===== src/rtl/seq_restoring_divider.sv =====
// Multi-cycle unsigned restoring divider: one quotient bit per clock, MSB first.
// Divide-by-zero skips the iteration and returns all-ones / dividend.
module seq_restoring_divider #(
  parameter int WIDTH = 4
) (
  input  logic             clk,
  input  logic             rst,
  input  logic             start,
  input  logic [WIDTH-1:0] dividend,
  input  logic [WIDTH-1:0] divisor,
  output logic             busy,
  output logic             done,
  output logic [WIDTH-1:0] quotient,
  output logic [WIDTH-1:0] remainder,
  output logic             div_by_zero
);

  localparam int CW = $clog2(WIDTH);

  typedef enum logic [1:0] {IDLE, CALC, DONE} state_t;

  state_t           state, state_nxt;
  logic [CW-1:0]    cnt;
  logic [WIDTH-1:0] dvd;    // dividend bits shift out the top, quotient bits shift in below
  logic [WIDTH-1:0] dsr;
  logic [WIDTH-1:0] prem;
  logic [WIDTH:0]   shifted;
  logic [WIDTH:0]   trial;
  logic             keep;
  logic             last;
  logic             accept;

  assign accept  = start && (state != CALC);
  assign shifted = {prem, dvd[WIDTH-1]};
  assign trial   = shifted - {1'b0, dsr};
  // shifted < 2*dsr always holds, so the top bit of trial is exactly the borrow
  assign keep    = ~trial[WIDTH];
  assign last    = (cnt == CW'(WIDTH - 1));

  always_ff @(posedge clk) begin
    if (rst) state <= IDLE;
    else     state <= state_nxt;
  end

  always_comb begin
    state_nxt = state;
    busy      = 1'b0;
    done      = 1'b0;
    case (state)
      IDLE: begin
        if (accept) state_nxt = (divisor == '0) ? DONE : CALC;
      end
      CALC: begin
        busy = 1'b1;
        if (last) state_nxt = DONE;
      end
      DONE: begin
        done = 1'b1;
        if (accept) state_nxt = (divisor == '0) ? DONE : CALC;
        else        state_nxt = IDLE;
      end
      default: state_nxt = IDLE;
    endcase
  end

  always_ff @(posedge clk) begin
    if (rst) begin
      cnt         <= '0;
      dvd         <= '0;
      dsr         <= '0;
      prem        <= '0;
      quotient    <= '0;
      remainder   <= '0;
      div_by_zero <= 1'b0;
    end else if (accept) begin
      cnt  <= '0;
      dvd  <= dividend;
      dsr  <= divisor;
      prem <= '0;
      if (divisor == '0) begin
        quotient    <= '1;
        remainder   <= dividend;
        div_by_zero <= 1'b1;
      end
    end else if (state == CALC) begin
      prem <= keep ? trial[WIDTH-1:0] : shifted[WIDTH-1:0];
      dvd  <= {dvd[WIDTH-2:0], keep};
      cnt  <= cnt + CW'(1);
      if (last) begin
        quotient    <= {dvd[WIDTH-2:0], keep};
        remainder   <= keep ? trial[WIDTH-1:0] : shifted[WIDTH-1:0];
        div_by_zero <= 1'b0;
      end
    end
  end

endmodule


===== config.mk =====
export PLATFORM = sky130hd
export DESIGN_NAME = seq_restoring_divider
export DESIGN_NICKNAME = d
export VERILOG_FILES = /design/src/rtl/seq_restoring_divider.sv
export SDC_FILE = /design/constraint.sdc
export NUM_CORES = 1
export LEC_CHECK = 0
export BUFFER_PORTS_ARGS = -buffer_cell sky130_fd_sc_hd__buf_2
export CORE_MARGIN = 1
export CORE_UTILIZATION = 49
export DETAILED_ROUTE_END_ITERATION = 6
export GPL_TIMING_DRIVEN = 0
export PLACE_DENSITY = 0.72
export SKIP_LAST_GASP = 1
export SLEW_MARGIN = 20
export SYNTH_ARGS = -nofsm -noshare
export SYNTH_HDL_FRONTEND = slang
export SYNTH_SLANG_ARGS = --single-unit

===== constraint.sdc =====
create_clock -name clk -period 2.2 [get_ports clk]
set_input_delay 0.22 -clock clk [delete_from_list [all_inputs] [get_ports clk]]
set_output_delay 0.22 -clock clk [all_outputs]
set_load 0.005 [all_outputs]

After elaboration in Yosys (flattened, before gate mapping) --
Cells that the tools add are included.
Cells by class: equal/unequal tests 7, multipliers 0, $lt $le $gt $ge 0, add/sub/neg operators 2, shift-type cells 0, bitwise operators 1, mux-type cells 22, reductions and logical operators 8, div/mod/pow operators 0
Operators by type and width (count):
- $mux 4 | 11
- $mux 2 | 4
- $mux 1 | 6
- $pmux 2 s3 | 1
- $sub 5x4->5 | 1
- $eq 2x2->1 const B | 2
- $logic_not 4->1 | 1
- $ne 2x1->1 const B | 2
- $ne 2x2->1 const B | 2
- $reduce_bool 2->1 | 2
- $reduce_and 3->1 | 1
- $add 2x1->2 const B | 1
- $eq 2x1->1 const B | 1
- $logic_not 2->1 | 1
- $reduce_and 2->1 | 1
- $reduce_or 2->1 | 1
- $logic_and 1x1->1 | 1
- $not 1->1 | 1
Word-level totals: input bits 11, memories 0, memory bits (read-only) 0, word-level logic and storage cells 48, register bits after elaboration 25, latch bits 0, RAM bits 0

Depth between registers and ports, before layout --
depth in word-level cells 5, depth in mapped cells 9, gate-level depth less buffers 9

Worst setup path after synthesis --
Ideal clock, no wire load.
kind reg-to-reg, from register dvd[3], to register prem[0], setup slack 116 ps, buffers on the path 0, data required time 2131 ps, clock period less this slack 2084 ps, data arrival time 2015 ps, stages on the path, launching flop included 10, cells stage by stage dfxtp_1 > inv_1 > ha_1 > inv_1 > fa_1 > a21o_1 > a21oi_2 > xnor2_2 > mux2_2 > o21ai_1
Between the ends: word-level cells in the longest chain between the ends 2
Ends and longest elaborated chain:
- start: declaration | RTL line 24 | logic [WIDTH-1:0] dvd;
- start signal: assignment | RTL line 77 | dvd <= dividend;
- start signal: assignment | RTL line 87 | dvd <= {dvd[WIDTH-2:0], keep};
- $sub 5x4->5 | RTL line 35 | assign trial = shifted - {1'b0, dsr};
- $mux 4 (*) | RTL line 86 | prem <= keep ? trial[WIDTH-1:0] : shifted[WIDTH-1:0];
- end signal: assignment | RTL line 86
- end: declaration | RTL line 26 | logic [WIDTH-1:0] prem;
Every way passes the cells marked *; elsewhere a longest branch is shown, timed or not. A chain may end at the register's enable or synchronous reset.

Worst setup path after layout --
from register dvd[3], to register remainder[0]
Between the ends: word-level cells in the longest chain between the ends 5
Ends and longest elaborated chain:
- $sub 5x4->5 | RTL line 35
- $mux 4 (*) | RTL line 91 | remainder <= keep ? trial[WIDTH-1:0] : shifted[WIDTH-1:0];
- $mux 4 (*) | RTL line 89 | if (last) begin
- $mux 4 (*) | RTL line 85 | end else if (state == CALC) begin
- $mux 4 (*) | RTL line 75 | end else if (accept) begin
- end signal: assignment | RTL line 82 | remainder <= dividend;
- end signal: assignment | RTL line 91
- end: declaration | RTL line 14 | output logic [WIDTH-1:0] remainder,
Every way passes the cells marked *; elsewhere a longest branch is shown, timed or not. The select of a mux whose other input is x is not followed.

==> flow_summary.yaml <==
logic_synthesis:
  synth_area_mm2: 0.00125
  ys.flop_type: "dfxtp_1"
  seq_area_frac_synth: 0.400
  synth_top_area_frac: 0.400
  syn_inst: 142
  synth_top_cell_by_area: "dfxtp_1"
  async_flop_share: 0
  syn-num-nets: 159
  yosys-top-cells-count: "25 x dfxtp_1, 18 x nor2_1, 16 x nand2_1, 11 x a21oi_1, 8 x mux2i_1"
  ys_ff_latch: 25
  synth.most_common_cell: "dfxtp_1"
  synth-edff-count: 0
  synth.distinct_cells: 38
  yosysWarnings: 0
  avgSynthCellArea_um2: 8.82
  synth.area.top_cells: "dfxtp_1 40%, mux2i_1 6.4%, nor2_1 5.4%"
cells_and_area:
  area_growth_pct: 20.9
  design_area_mm2: 0.00151
  drive_gt1_frac: 0.281
  regArea_um2: 502
  fillCellCount: 196
  layout.nets: 189
  multi_input_area_um2: 746
  antenna_cells: 0
  fin_cells: 199
  utilization: 0.653
routing:
  drt_wl_total_um: 2720
  ant_nets: 0
  drc: 0
  drt_iter0_markers: 30
  routedWlPerCell_um: 13.7
  viasPerCell: 5.43
  via_count: 1080
  drtPass1Iterations: 4
critical_path:
  crit_path_top_delay_cell: "fa_2"
  rrSetupSlack_ps: 60
  critPathTopFamily: "compound AO/OA/AOI/OAI gates"
  start_kind: "flop"
  cp_cell_sequence: "inv_2 > ha_4 > inv_2 > fa_2 > a21o_1 > a21oi_4 > xnor2_4 > mux2i_2 > a311oi_2"
  cp.arrival_ps: 2350
  crit_fanout: 7
  crit_type: "reg -> reg"
  crit_path_frequent_cell: "inv_2"
  cp.required_ps: 2410
  worstSetupEndpointType: "flop"
  cp_num_buf_inv: 2
  slowest_delay_ps: 380
power_and_ir_drop:
  powerDensity_mw_per_mm2: 657
  ir_worst_vdd_mv: 0.438
  leakagePower_nw: 0.625
grt:
  overflow: 0
  grtUsageMet2: 0.378
  globalRouteTotalUtil: 0.226
  grt_max_degree: 16
  met3_usage: 0.0348
  grt_pass1_wl_um: 4510
  grt_pass1_vias: 1012
  use_met1: 0.298
  antenna_found_initial: 0
  top_usage_layer: "met2"
clocking:
  cts-root-buf: "clkbuf_4"
  cts_hold_buf: 0
  clock_path_buffers: 2
  clk_latency_ps: 320
  cts-htree-levels: 1
  cts_num_sinks: 25
  cts_tree: "yes"
  cts_buffers: 3
  cts.clk_slew.worst_paths_ps: 150
timing:
  holdWs_ps: 155
  finalCriticalPeriod_ps: 2140
  fin_skew_ps: 11.7
  hold_viol_final: 0
  worstMarginPinSlew_ps: 532
  finalSetupViolations: 0
  clock.fmax_mhz: 468
  fin_crit_sh: 0.972
  rsz0062_at_grt: "yes"
  final.setup.tns_ps: 0
  slew_headroom: 0.646
  slew_viol_final: 0
job:
  cap_violations: 0
floorplanning:
  fp.dieH_um: 52.6
  die_area_mm2: 0.00276
  start_util: 0.540
  core_mm2: 0.00232
  chipWidth_um: 52.6
  rows: 17
  io_pins: 22
place:
  dp_hpwl_um: 1960
  dpl_cell_area_mm2: 0.00139
  gp_congestion: 0.794
  port_buffers: 20
  dp_cells: 190
hold_path:
  worstHoldPathType: "in -> reg"
outcome:
  status: "completed"
-- cell usage in the layout, fill, tap and decap left out, types with 2 or more instances in the layout --
| cell type | n |
|---|---|
| xor2_1 | 3 |
| mux2i_2 | 3 |
| clkbuf_1 | 2 |
| nand2_1 | 16 |
| buf_6 | 2 |
| ha_1 | 4 |
| nand3b_1 | 2 |
| buf_1 | 2 |
| nor2_2 | 2 |
| a211oi_1 | 4 |
| mux2i_1 | 5 |
| o21ai_0 | 3 |
| inv_2 | 2 |
| a21oi_1 | 11 |
| dfxtp_1 | 24 |
| buf_4 | 5 |
| nand2b_1 | 3 |
| nor2_1 | 18 |
| o21ai_1 | 3 |
| clkbuf_4 | 3 |
| nor3b_1 | 2 |
| nor3_1 | 4 |
| buf_2 | 20 |
| nand3_1 | 2 |
| inv_1 | 5 |
-- kinds of logic (layout without fill, tap and decap cells) --
logic type | count (synthesis) | in the layout | synth area share
DFF | 25 | 25 | 0.400
muxes | 9 | 9 | 0.0729
buffers and inverters | 13 | 42 | 0.0480
AOI/OAI and AO/OA | 29 | 29 | 0.161
and+or+nand+nor | 55 | 55 | 0.212
adders and majority gates | 6 | 6 | 0.0659
xor gates and xnor gates | 5 | 5 | 0.0410
-- sequential cells by signal, summed over array words and instances (netlist names) --
register,flops
dsr,4
dvd,4
prem,4
quotient,4
remainder,4
cnt,2
state,2
div_by_zero,1
-- worst reg2reg max path, stage by stage (launching register included) --
cell and delay (ps):
dfxtp_2 350, inv_2 80, ha_4 130, inv_2 40, fa_2 380, a21o_1 200
a21oi_4 220, xnor2_4 220, mux2i_2 310, a311oi_2 120
-- timing repair --
item	in CTS	in global routing
endpoints found under the setup margin	6	7
pin swaps	3	6
resized for setup	4	11
setup buffers	4	1
-- area by class of cell --
cell class              count  area share
flip-flops and latches     25       0.331
multi-input cells         104       0.493
repair buffers             25      0.0934
clock buffers               3      0.0149
well taps                  28      0.0231
plain buffers               6      0.0223
clock inverters             1     0.00496
inverters                   7      0.0174
-- per-stage QoR --
stage          total power [mW]  setup WS [ps]
2_1_floorplan             0.658            116
3_3_place_gp              0.705          -29.8
3_5_place_dp              0.714           -106
4_1_cts                   0.970           28.9
5_1_grt                    1.04          -24.2
6_report                  0.994           62.1
-- power by group --
group	switching [mW]	internal, mW
Sequential	0.0191	0.476
Combinational	0.145	0.143
Clock	0.141	0.0693
-- final timing paths --
path	startpoint	to	cells past startpoint
min reg2reg	dsr[2]	dsr[2]	2
min	divisor[0]	dsr[0]	3
max reg2reg	dvd[3]	remainder[0]	9
max	dvd[3]	remainder[0]	9
-- routing by layer --
| metal | wire (um) | up-vias |
|---|---|---|
| li1 | - | 548 |
| met1 | 1330 | 503 |
| met2 | 1290 | 27 |
| met3 | 81 | 2 |
| met4 | 17 | 0 |
| met5 | 0 | - |
No activity file was read; power rests on OpenSTA's default activity.
